## config.mk

```make
export PLATFORM = sky130hd
export DESIGN_NAME = apb_wait_slave
export DESIGN_NICKNAME = d
export VERILOG_FILES = /design/src/rtl/apb_pkg.sv /design/src/rtl/apb_regfile.sv /design/src/rtl/apb_wait_slave.sv
export SDC_FILE = /design/constraint.sdc
export NUM_CORES = 1
export LEC_CHECK = 0
export CAP_MARGIN = 15
export CORE_UTILIZATION = 38
export CTS_CLUSTER_DIAMETER = 60
export CTS_CLUSTER_SIZE = 10
export DETAILED_ROUTE_END_ITERATION = 8
export PLACE_DENSITY = 0.57
export SYNTH_ARGS = -nofsm -noshare
export SYNTH_HDL_FRONTEND = slang
export SYNTH_SLANG_ARGS = --single-unit
```

## constraint.sdc

```tcl
create_clock -name clk -period 5.4 [get_ports clk]
set_clock_uncertainty 0.2 [all_clocks]
set_input_delay 1.35 -clock clk [delete_from_list [all_inputs] [get_ports clk]]
set_output_delay 1.35 -clock clk [all_outputs]
set_load 0.02 [all_outputs]
```

## src/rtl/apb_pkg.sv

```systemverilog
// Shared types and constants for the APB wait-state completer.
// Holds the FSM encoding, the wait_cfg address and the data-address decode helper.
package apb_pkg;

   typedef enum logic [1:0] {
      IDLE   = 2'd0,
      ACCESS = 2'd1,
      WAIT   = 2'd2,
      RESP   = 2'd3
   } apb_slv_state_t;

   localparam logic [7:0] WAIT_CFG_ADDR = 8'hFF;
   localparam int unsigned WAIT_W = 4;

   function automatic logic is_data_addr(input logic [7:0] a, input logic [7:0] depth);
      return a < depth;
   endfunction

endpackage

```

## src/rtl/apb_regfile.sv

```systemverilog
// DEPTH x 8 register file: one synchronous write port, one combinational read port,
// synchronous clear on reset.
module apb_regfile #(
   parameter int unsigned DEPTH = 16,
   parameter int unsigned AW    = (DEPTH > 1) ? $clog2(DEPTH) : 1
) (
   input  logic          clk,
   input  logic          reset,
   input  logic          we,
   input  logic [AW-1:0] waddr,
   input  logic [7:0]    wdata,
   input  logic [AW-1:0] raddr,
   output logic [7:0]    rdata
);

   logic [7:0] mem [DEPTH];

   always_ff @(posedge clk) begin
      if (reset) begin
         for (int unsigned i = 0; i < DEPTH; i++) begin
            mem[i] <= '0;
         end
      end else if (we) begin
         mem[waddr] <= wdata;
      end
   end

   assign rdata = mem[raddr];

endmodule

```

## src/rtl/apb_wait_slave.sv

```systemverilog
// APB completer with a small register file and a programmable wait-state count.
// Responds only when sel matches the id strap; ready/error/rdata are registered.
module apb_wait_slave
   import apb_pkg::*;
#(
   parameter int unsigned DEPTH        = 16,
   parameter int unsigned DEFAULT_WAIT = 0
) (
   input  logic       clk,
   input  logic       reset,
   input  logic [1:0] id,
   input  logic [1:0] sel,
   input  logic       enable,
   input  logic       write,
   input  logic [7:0] addr,
   input  logic [7:0] wdata,
   output logic [7:0] rdata,
   output logic       ready,
   output logic       error
);

   localparam int unsigned AW = (DEPTH > 1) ? $clog2(DEPTH) : 1;
   localparam logic [7:0] DEPTH_B = 8'(DEPTH);
   localparam logic [WAIT_W-1:0] WAIT_RST = WAIT_W'(DEFAULT_WAIT);

   apb_slv_state_t state, next_state;

   logic [7:0]        addr_q;
   logic              write_q;
   logic [7:0]        wdata_q;
   logic              err_q;
   logic [WAIT_W-1:0] wcnt;
   logic [WAIT_W-1:0] wait_cfg;

   logic       selected, setup, access, addr_ok;
   logic       load, dec, commit;
   logic [7:0] resp_addr;
   logic       resp_write, resp_err;
   logic [7:0] rf_rdata, rd_val;
   logic       rf_we;
   logic       ready_q, error_q;
   logic [7:0] rdata_q;

   assign selected = (sel == id);
   assign setup    = selected && !enable;
   assign access   = selected && enable;
   assign addr_ok  = is_data_addr(addr, DEPTH_B) || (addr == WAIT_CFG_ADDR);

   always_comb begin
      next_state = state;
      load       = 1'b0;
      dec        = 1'b0;
      commit     = 1'b0;
      case (state)
         IDLE: begin
            if (setup) begin
               load = 1'b1;
               if (addr_ok && (wait_cfg != '0)) next_state = WAIT;
               else                             next_state = RESP;
            end
         end
         WAIT: begin
            if (!access)                        next_state = IDLE;
            else if (wcnt <= WAIT_W'(1))        next_state = RESP;
            else                                dec = 1'b1;
         end
         RESP: begin
            next_state = IDLE;
            commit     = access && write_q && !err_q;
         end
         default: next_state = IDLE;
      endcase
   end

   // The response registers are loaded in the cycle that enters RESP, so they must see
   // the setup-phase values directly when RESP follows setup with no wait states.
   always_comb begin
      resp_addr  = load ? addr  : addr_q;
      resp_write = load ? write : write_q;
      resp_err   = load ? !addr_ok : err_q;
      rd_val     = (resp_addr == WAIT_CFG_ADDR) ? 8'(wait_cfg) : rf_rdata;
   end

   assign rf_we = commit && is_data_addr(addr_q, DEPTH_B);

   apb_regfile #(
      .DEPTH (DEPTH)
   ) u_regfile (
      .clk   (clk),
      .reset (reset),
      .we    (rf_we),
      .waddr (addr_q[AW-1:0]),
      .wdata (wdata_q),
      .raddr (resp_addr[AW-1:0]),
      .rdata (rf_rdata)
   );

   always_ff @(posedge clk) begin
      if (reset) begin
         state    <= IDLE;
         addr_q   <= '0;
         write_q  <= 1'b0;
         wdata_q  <= '0;
         err_q    <= 1'b0;
         wcnt     <= '0;
         wait_cfg <= WAIT_RST;
         ready_q  <= 1'b0;
         error_q  <= 1'b0;
         rdata_q  <= '0;
      end else begin
         state <= next_state;
         if (load) begin
            addr_q  <= addr;
            write_q <= write;
            wdata_q <= wdata;
            err_q   <= !addr_ok;
            wcnt    <= wait_cfg;
         end else if (dec) begin
            wcnt <= wcnt - WAIT_W'(1);
         end
         if (commit && (addr_q == WAIT_CFG_ADDR)) begin
            wait_cfg <= wdata_q[WAIT_W-1:0];
         end
         ready_q <= (next_state == RESP);
         error_q <= (next_state == RESP) && resp_err;
         rdata_q <= ((next_state == RESP) && !resp_write && !resp_err) ? rd_val : '0;
      end
   end

   assign ready = ready_q;
   assign error = error_q;
   assign rdata = rdata_q;

endmodule
```

# --- Word level (Yosys, flattened, before mapping) ---
# Memory sizes are Yosys's and may differ from the RTL's.
# Cells that the tools add are included.
totals:
  in_bits: 24
  out_inout_bits: 10
  ramBits: 128
  wordCells: 71
  reg_bits: 38
  mem_count: 1
memory_table:
  columns: ["name", "depth", "word_bits", "rd", "rd_clocked_by_memory_dff", "write_ports", "line_no", "source"]
  rows:
  - ["u_regfile.mem", 16, 8, 1, 0, 16, "apb_regfile.sv:16", "logic [7:0] mem [DEPTH];"]
classes:
  mux: 25
  bitwise_logic: 1
  n_addsub: 1
  eq_ne: 7
  n_reduce_logical: 22
  order_cmp: 3
ops:
  columns: ["cell", "count"]
  rows:
  - ["$eq 8x8->1 const B", 3]
  - ["$lt 8x5->1 const B", 2]
  - ["$mux 4", 4]
  - ["$mux 8", 2]
  - ["$mux 1", 15]
  - ["$logic_and 1x1->1", 10]
  - ["$reduce_or 8->1", 1]
  - ["$eq 2x2->1 const B", 3]
  - ["$mux 2", 3]
  - ["$logic_not 1->1", 5]
  - ["$le 4x1->1 const B", 1]
  - ["$pmux 2 s2", 1]
  - ["$reduce_bool 4->1", 1]
  - ["$sub 4x1->4 const B", 1]
  - ["$reduce_or 3->1", 1]
  - ["$eq 2x2->1", 1]
  - ["$logic_not 2->1", 1]
  - ["$reduce_bool 2->1", 1]
  - ["$reduce_or 2->1", 1]
  - ["$logic_or 1x1->1", 1]
  - ["$not 1->1", 1]

# --- Depth between registers and ports, before layout ---
# Gate-level depths: netlist (run 1).
logic_depth:
  word_depth: 11
  depth_mapped: 10
  ltp_nobuf: 8

# --- By module ---
# From an unflattened synthesis (run 1), not the netlist that was laid out.
hier_totals:
  cells_unflattened: 549
  area_unflattened_um2: 7539.7
by_module_without_submodules:
  columns: ["module", "cells_per_inst", "instances", "area_per_inst_um2", "seq_area_each_um2"]
  rows:
  - ["apb_regfile", 375, 1, 5861.9, 3843.7]
  - ["apb_wait_slave", 174, 1, 1677.9, 760.7]

# --- Worst setup path after synthesis (run 1) ---
# OpenSTA, ideal clock, no wires.
synth_timing:
  path_type: "input-to-reg"
  startpoint: "input enable"
  endpoint: "register rdata_q[6] (netlist: rdata[6])"
  slack_ns: 1.773
  path_stages: 9
  arrival_ns: 3.291
  path_cell_list: "or3_1 or3_1 buf_2 mux2i_4 buf_6 buf_8 mux2_1 o2111ai_1 a41oi_1"
synth_between:
  elab_chain_cells: 10
  word_cells_on_any_way: 20
  classes_between: "2 x eq/ne; 8 x mux; 1 x bitwise; 8 x reduce/logical; 1 x memory"
synth_rtl:
  columns: ["element", "line_no", "source"]
  rows:
  - ["start: declaration", "apb_wait_slave.sv:13", "input logic enable,"]
  - ["parallel branches: the longest is 10 deep, another holds $mem_v2 16x8", null, null]
  - ["end signal: assignment", "apb_wait_slave.sv:126", "rdata_q <= ((next_state == RESP) && !resp_write && !resp_err) ? rd_val : '0;"]
  - ["end: declaration", "apb_wait_slave.sv:42", "logic [7:0] rdata_q;"]
# Several ways; the timed one is not identified.
# A chain may end at the register's enable or synchronous reset.

# --- Final worst setup path (run 1) ---
layout_timing:
  startpoint: "input enable"
  endpoint: "register rdata_q[3] (netlist: rdata[3])"
layout_between:
  elab_chain_cells: 10
  word_cells_on_any_way: 21
  classes_between: "2 x eq/ne; 9 x mux; 1 x bitwise; 8 x reduce/logical; 1 x memory"
layout_rtl:
  columns: ["element"]
  rows:
  - ["parallel branches: the longest is 10 deep, another holds $mem_v2 16x8"]
# Several ways; the timed one is not identified.

==> flow_metrics.py, run 1 <==
metrics = {
    "timing": {
        "finalCritPeriodShare": 0.842,
        "fin_crit_ns": 4.55,
        "fmax_mhz": 220,
        "slew_viol_final": 0,
        "slew-limit-headroom": 0.384,
        "tightest_slew_ns": 0.914,
        "rsz0062_at_grt": "no",
        "fin_ws_ns": 0.851,
        "finalHoldViolCount": 0,
        "setup_viol": 0,
        "setup_tns_ns": 0,
    },
    "clock_tree": {
        "clk_pin_slew_ns": 0.07,
        "numCtsBuffers": 17,
        "clock_path_buffers": 2,
        "insertion_delay_ns": 0.43,
        "cts_tree": "yes",
        "post_cts_buffers": 0,
        "htree_levels": 4,
        "cts_resized": 0,
        "hold_buffers": 0,
        "clkSinkCount": 166,
        "cts_root_buf": "clkbuf_16",
    },
    "die": {
        "rows": 51,
        "die_y_microns": 144,
        "io_pins": 34,
        "die_width_microns": 144,
        "start_util": 0.391,
        "core_sq_mm": 0.0196,
        "die-area_sq_mm": 0.0207,
    },
    "logic_synthesis": {
        "synth-seq-cells": 166,
        "syn_nets": 657,
        "synth_top_area_frac": 0.501,
        "syn_area_per_cell_sq_um": 12.1,
        "syn-cell-area_sq_mm": 0.00766,
        "syn_inst": 631,
        "synth.top_cells.by_count": "128 x and2_1, 128 x edfxtp_1, 68 x mux2i_1",
        "synth_area_leaders": "edfxtp_1 50%, and2_1 10%, dfxtp_1 9.9%",
        "ys.warnings.count": 0,
        "synth_edf_count": 128,
        "ys_types": 50,
        "yosysTopAreaCell": "edfxtp_1",
        "async_reset_ff_frac": 0,
        "synthFlopType": "edfxtp_1",
        "yosysSeqAreaShare": 0.601,
    },
    "setup_path": {
        "cp_slowest_cell": "o41ai_1",
        "crit_path_cell_trace": "clkdlybuf4s50_1 > or3_1 > or3_1 > buf_4 > o41ai_1 > nand2_1 > o2111ai_1 > a31oi_1",
        "critPathLaunch": "enable",
        "max_stage_delay_ns": 0.68,
        "cp-start-kind": "input pin",
        "crit_type": "in2reg",
        "worstPathRequired_ns": 5.50,
        "worst-path-buf-inv": 2,
        "cp.arrival_ns": 4.65,
        "timing.rr.start": "state[0]",
        "crit_top_cell": "or3_1",
        "cp-end-kind": "register",
        "crit_fanout": 21,
        "crit_family": "simple AND/OR/NAND/NOR gates",
    },
    "power": {
        "peakVddDrop_v": 0.000216,
        "power.leakage_nw": 3.57,
        "powerDensity_mw_per_mm2": 318,
        "totalPowerFinal_mw": 2.82,
    },
    "detailed_routing": {
        "route.detailed.drc": 0,
        "detail_route.iter0.violations": 325,
        "wl_per_cell_microns": 19.8,
        "ant_nets": 0,
        "drt_pass1_iterations": 5,
        "routed.top_layer": "met4",
        "vias": 4873,
        "wirelength_microns": 18800,
        "vias_per_cell": 5.15,
        "wl_met3_microns": 836,
        "wl_met1_microns": 8600,
        "wl_met2_microns": 8980,
    },
    "global_route": {
        "grt_pass1_vias": 5049,
        "grt_max_degree": 66,
        "antenna_found_initial": 0,
        "grt_overflow_total": 0,
        "grt_pass1_wl_microns": 29100,
        "grtUsageTotal": 0.196,
    },
    "status": {
        "status": "completed",
    },
    "placement": {
        "hpwl_microns": 13100,
        "routabilityCongestion": 0.840,
        "pre_cts_slack_ns": 0.550,
        "port-buffer-count": 33,
    },
    "worst_hold_path": {
        "hold_start": "addr_q[7]",
        "hold_class": "reg2reg",
    },
    "finish": {
        "fillers": 1823,
        "final_nets": 695,
        "synthToLayoutAreaGrowth_pct": 15.8,
        "drive_above_1_share": 0.128,
        "diodes": 0,
    },
    "run": {
        "drv_cap": 0,
    },
}
[worst register-to-register path, cell delays in order (launching register included)]
cell       delay, ns
dfxtp_1         0.36
or3_1           0.35
or3_1           0.61
buf_4           0.34
o41ai_1         0.68
nand2_1         0.36
o2111ai_1       0.43
a31oi_1         0.07
[kinds of logic after synthesis]
group / count (synthesis) / share of synthesized area
and+or+nand+nor: 283 / 0.197
DFF: 166 / 0.601
muxes: 84 / 0.115
AOI/OAI and AO/OA: 59 / 0.0568
buffers and inverters: 33 / 0.0222
xor gates and xnor gates: 4 / 0.00457
adders and majority gates: 2 / 0.00326
[per-stage QoR]
stage / instance area, sq um / cells / hold slack [ns] / utilization
after floorplan: 7660 / 631 / 0.249 / -
after global placement: 8310 / 915 / 0.263 / 0.424
after detailed placement: 8310 / 915 / 0.267 / 0.424
after CTS: 8870 / 947 / 0.276 / 0.453
after global routing: 8870 / 947 / 0.303 / 0.453
final: 8870 / 947 / 0.274 / 0.453
[metal layers]
layer  vias to the layer above  track usage
met5                         -            0
met4                         0       0.0633
met3                        20       0.0450
met2                       105        0.323
met1                      2401        0.256
li1                       2347            -
[where the power goes]
part / total (mW) / switching [mW] / internal [mW]
sequential: 1.45 / 0.0360 / 1.41
combinational: 0.224 / 0.134 / 0.0896
clock: 1.15 / 0.526 / 0.626
[cell usage in the layout, fill, tap and decap left out, drive strengths merged, types with 2 or more instances in the layout]
master / instances
nand3: 8
dfxtp: 38
clkdlybuf4s50: 33
a32oi: 4
a21oi: 15
nor2: 33
a31oi: 4
o221a: 4
clkinv: 7
or2: 17
a211oi: 5
clkbuf: 18
buf: 17
xnor2: 2
nand3b: 3
nor2b: 2
o211ai: 2
and2: 128
nand2: 67
nor3: 9
ha: 2
inv: 8
edfxtp: 128
xor2: 2
or3: 2
nand2b: 3
o2111ai: 6
nand4: 3
mux2: 14
o31ai: 2
nor4: 6
o22ai: 5
o21ai: 6
a2111oi: 2
mux2i: 70
[worst paths after layout]
kind	end	depth (start not counted)	slack, ns
worst max register to register	rdata[3]	7	1.88
worst min register to register	addr_q[7]	2	0.27
worst min-delay path	addr_q[7]	2	0.27
worst max-delay path	rdata[3]	8	0.85
[sequential cells by signal (all words and copies together), names as in the netlist]
register and count:
wait_cfg 4, write_q 1, state 2, u_regfile.mem 128, addr_q 8, wdata_q 8, rdata 8, wcnt 4
err_q 1, ready 1, error 1
[layout make-up]
| type | count | area [sq um] | area share |
|---|---|---|---|
| clock buffers | 18 | 450 | 0.0508 |
| clock inverters | 14 | 114 | 0.0128 |
| inverters | 2 | 7.51 | 0.000846 |
| multi-input cells | 432 | 2890 | 0.326 |
| flip-flops and latches | 166 | 4600 | 0.519 |
| well taps | 265 | 332 | 0.0374 |
| repair buffers | 50 | 470 | 0.0530 |
(Power assumes the default switching activity.)
==> run 2, diff against run 1 <==
PLACE_DENSITY = 0.59   (was 0.57)
clock period = 4.05 ns   (was 5.4 ns; I/O delays follow)
==> run 2 against run 1 <==
Compared with the run above:
- clock power grew 49%
- largest cell class unchanged
- worst setup slack lost 0.51 ns
- critical endpoint unchanged
- via count grew 2.0%
- critical path type unchanged
- worst hold slack gained 0.0050 ns
- final cell count grew 2.0%
- largest power group unchanged
==> flow_metrics.py, run 2 (synthesis gave the netlist of run 1 again) <==
metrics = {
    "setup_path": {
        "crit_path_cell_trace": "clkdlybuf4s50_1 > or3_1 > or3_1 > buf_4 > o41ai_1 > nand2_1 > buf_4 > o2111ai_1 > a31oi_1",
        "crit_fanout": 32,
        "crit_type": "in2reg",
        "worstPathRequired_ns": 4.16,
        "crit_family": "simple AND/OR/NAND/NOR gates",
        "max_stage_delay_ns": 0.56,
        "cp_slowest_cell": "o41ai_1",
        "cp-end-kind": "register",
        "cp.arrival_ns": 3.82,
        "worst-path-buf-inv": 3,
        "cp-start-kind": "input pin",
    },
    "placement": {
        "routabilityCongestion": 0.907,
        "hpwl_microns": 13100,
        "numPlacedInstances": 934,
        "port-buffer-count": 33,
    },
    "clock_tree": {
        "cts_root_buf": "clkbuf_16",
        "numCtsBuffers": 17,
        "insertion_delay_ns": 0.44,
        "cts_resized": 0,
        "clkSinkCount": 166,
        "post_cts_buffers": 0,
        "cts_tree": "yes",
        "hold_buffers": 0,
        "clock_path_buffers": 2,
        "clk_pin_slew_ns": 0.07,
        "htree_levels": 4,
    },
    "finish": {
        "drive_above_1_share": 0.150,
        "seq_area_sq_mm": 0.00460,
        "diodes": 0,
        "final_nets": 714,
        "multiInputGateArea_sq_mm": 0.00289,
        "final_cell_mix": "128 x and2_1, 128 x edfxtp_1, 67 x nand2_1, 67 x mux2i_1, 38 x dfxtp_1",
        "fillers": 1778,
        "synthToLayoutAreaGrowth_pct": 19.0,
        "largest_reg_flops": 128,
        "regMostFlops": "u_regfile.mem",
        "finalNonFillerCells": 966,
    },
    "detailed_routing": {
        "detail_route.iter0.violations": 393,
        "routed.top_layer": "met4",
        "wirelength_microns": 18800,
        "wl_met3_microns": 877,
        "route.detailed.drc": 0,
        "ant_nets": 0,
        "wl_met1_microns": 8630,
        "vias_per_cell": 5.14,
        "drt_pass1_iterations": 5,
        "vias": 4969,
        "wl_per_cell_microns": 19.5,
        "wl_met2_microns": 8920,
    },
    "timing": {
        "fin_crit_ns": 3.71,
        "slew_viol_final": 0,
        "tightest_slew_ns": 0.889,
        "finalHoldViolCount": 0,
        "finalCritPeriodShare": 0.916,
        "slew-limit-headroom": 0.406,
        "fmax_mhz": 270,
        "setup_viol": 0,
        "hold_slack_ns": 0.279,
        "rsz0062_at_grt": "no",
    },
    "global_route": {
        "grt_pass1_wl_microns": 28600,
        "grt_overflow_total": 0,
        "antenna_found_initial": 1,
        "grt_max_degree": 46,
        "grtUsageTotal": 0.195,
        "grt_pass1_vias": 4850,
    },
    "die": {
        "core_sq_mm": 0.0196,
        "die-area_sq_mm": 0.0207,
        "die_width_microns": 144,
        "io_pins": 34,
        "start_util": 0.391,
        "rows": 51,
        "die_y_microns": 144,
    },
    "power": {
        "power.leakage_nw": 3.72,
        "powerDensity_mw_per_mm2": 435,
        "peakVddDrop_v": 0.000306,
    },
    "run": {
        "drv_cap": 0,
    },
    "status": {
        "status": "completed",
    },
    "worst_hold_path": {
        "hold_class": "reg2reg",
    },
}
## run 2: changes by cell type in the layout (fill, tap and decap cells not counted), moves of 2 or more
cell / previous run / this run
clkbuf_16: 18 / 22
clkinv_4: 5 / 3
buf_12: 1 / 3
inv_6: 6 / 1
buf_4: 16 / 33
clkbuf_8: 0 / 4
## run 2: report_power, final
part	internal (mW)	switching, mW	total (mW)
combinational	0.135	0.188	0.323
sequential	1.88	0.0464	1.93
clock	1.04	0.676	1.71
total	3.06	0.910	3.97
## run 2: final cells by class
class / count / area share
timing repair buffer: 69 / 0.0699
sequential: 166 / 0.505
clock buffer: 26 / 0.0664
inverter: 2 / 0.000823
clock inverter: 6 / 0.00480
tap: 265 / 0.0363
multi-input combinational: 432 / 0.317
## run 2: through the flow
stage	cell area, sq um	util	worst slack, ns	TNS (ns)	power, mW
global route	9130	0.466	0.273	0	4.07
detailed placement	8480	0.433	-0.0142	-0.0142	2.29
global placement	8480	0.433	-0.0367	-0.110	2.28
finish	9130	0.466	0.340	0	3.97
CTS	9130	0.466	0.413	0	3.98
floorplan	7660	-	0.760	0	2.15
## run 2: final timing paths
kind / slack (ns) / endpoint / startpoint / cells after the start
worst max register to register: 1.03 / rdata[3] / state[0] / 8
worst min register to register: 0.28 / addr_q[6] / addr_q[6] / 2
worst min-delay path: 0.28 / addr_q[6] / addr_q[6] / 2
worst max-delay path: 0.34 / rdata[3] / enable / 9
## run 2: layer usage
layer  track usage  vias up
met2         0.311      141
met5             0        -
met3        0.0341       23
li1              -     2369
met4        0.0851        0
met1         0.259     2436
## run 2: worst register-to-register path, cell delays in order, from the launching register on
cell and delay (ns):
dfxtp_1 0.35, or3_1 0.35, or3_1 0.41, buf_4 0.29
o41ai_1 0.57, nand2_1 0.14, buf_4 0.19, o2111ai_1 0.30
a31oi_1 0.09
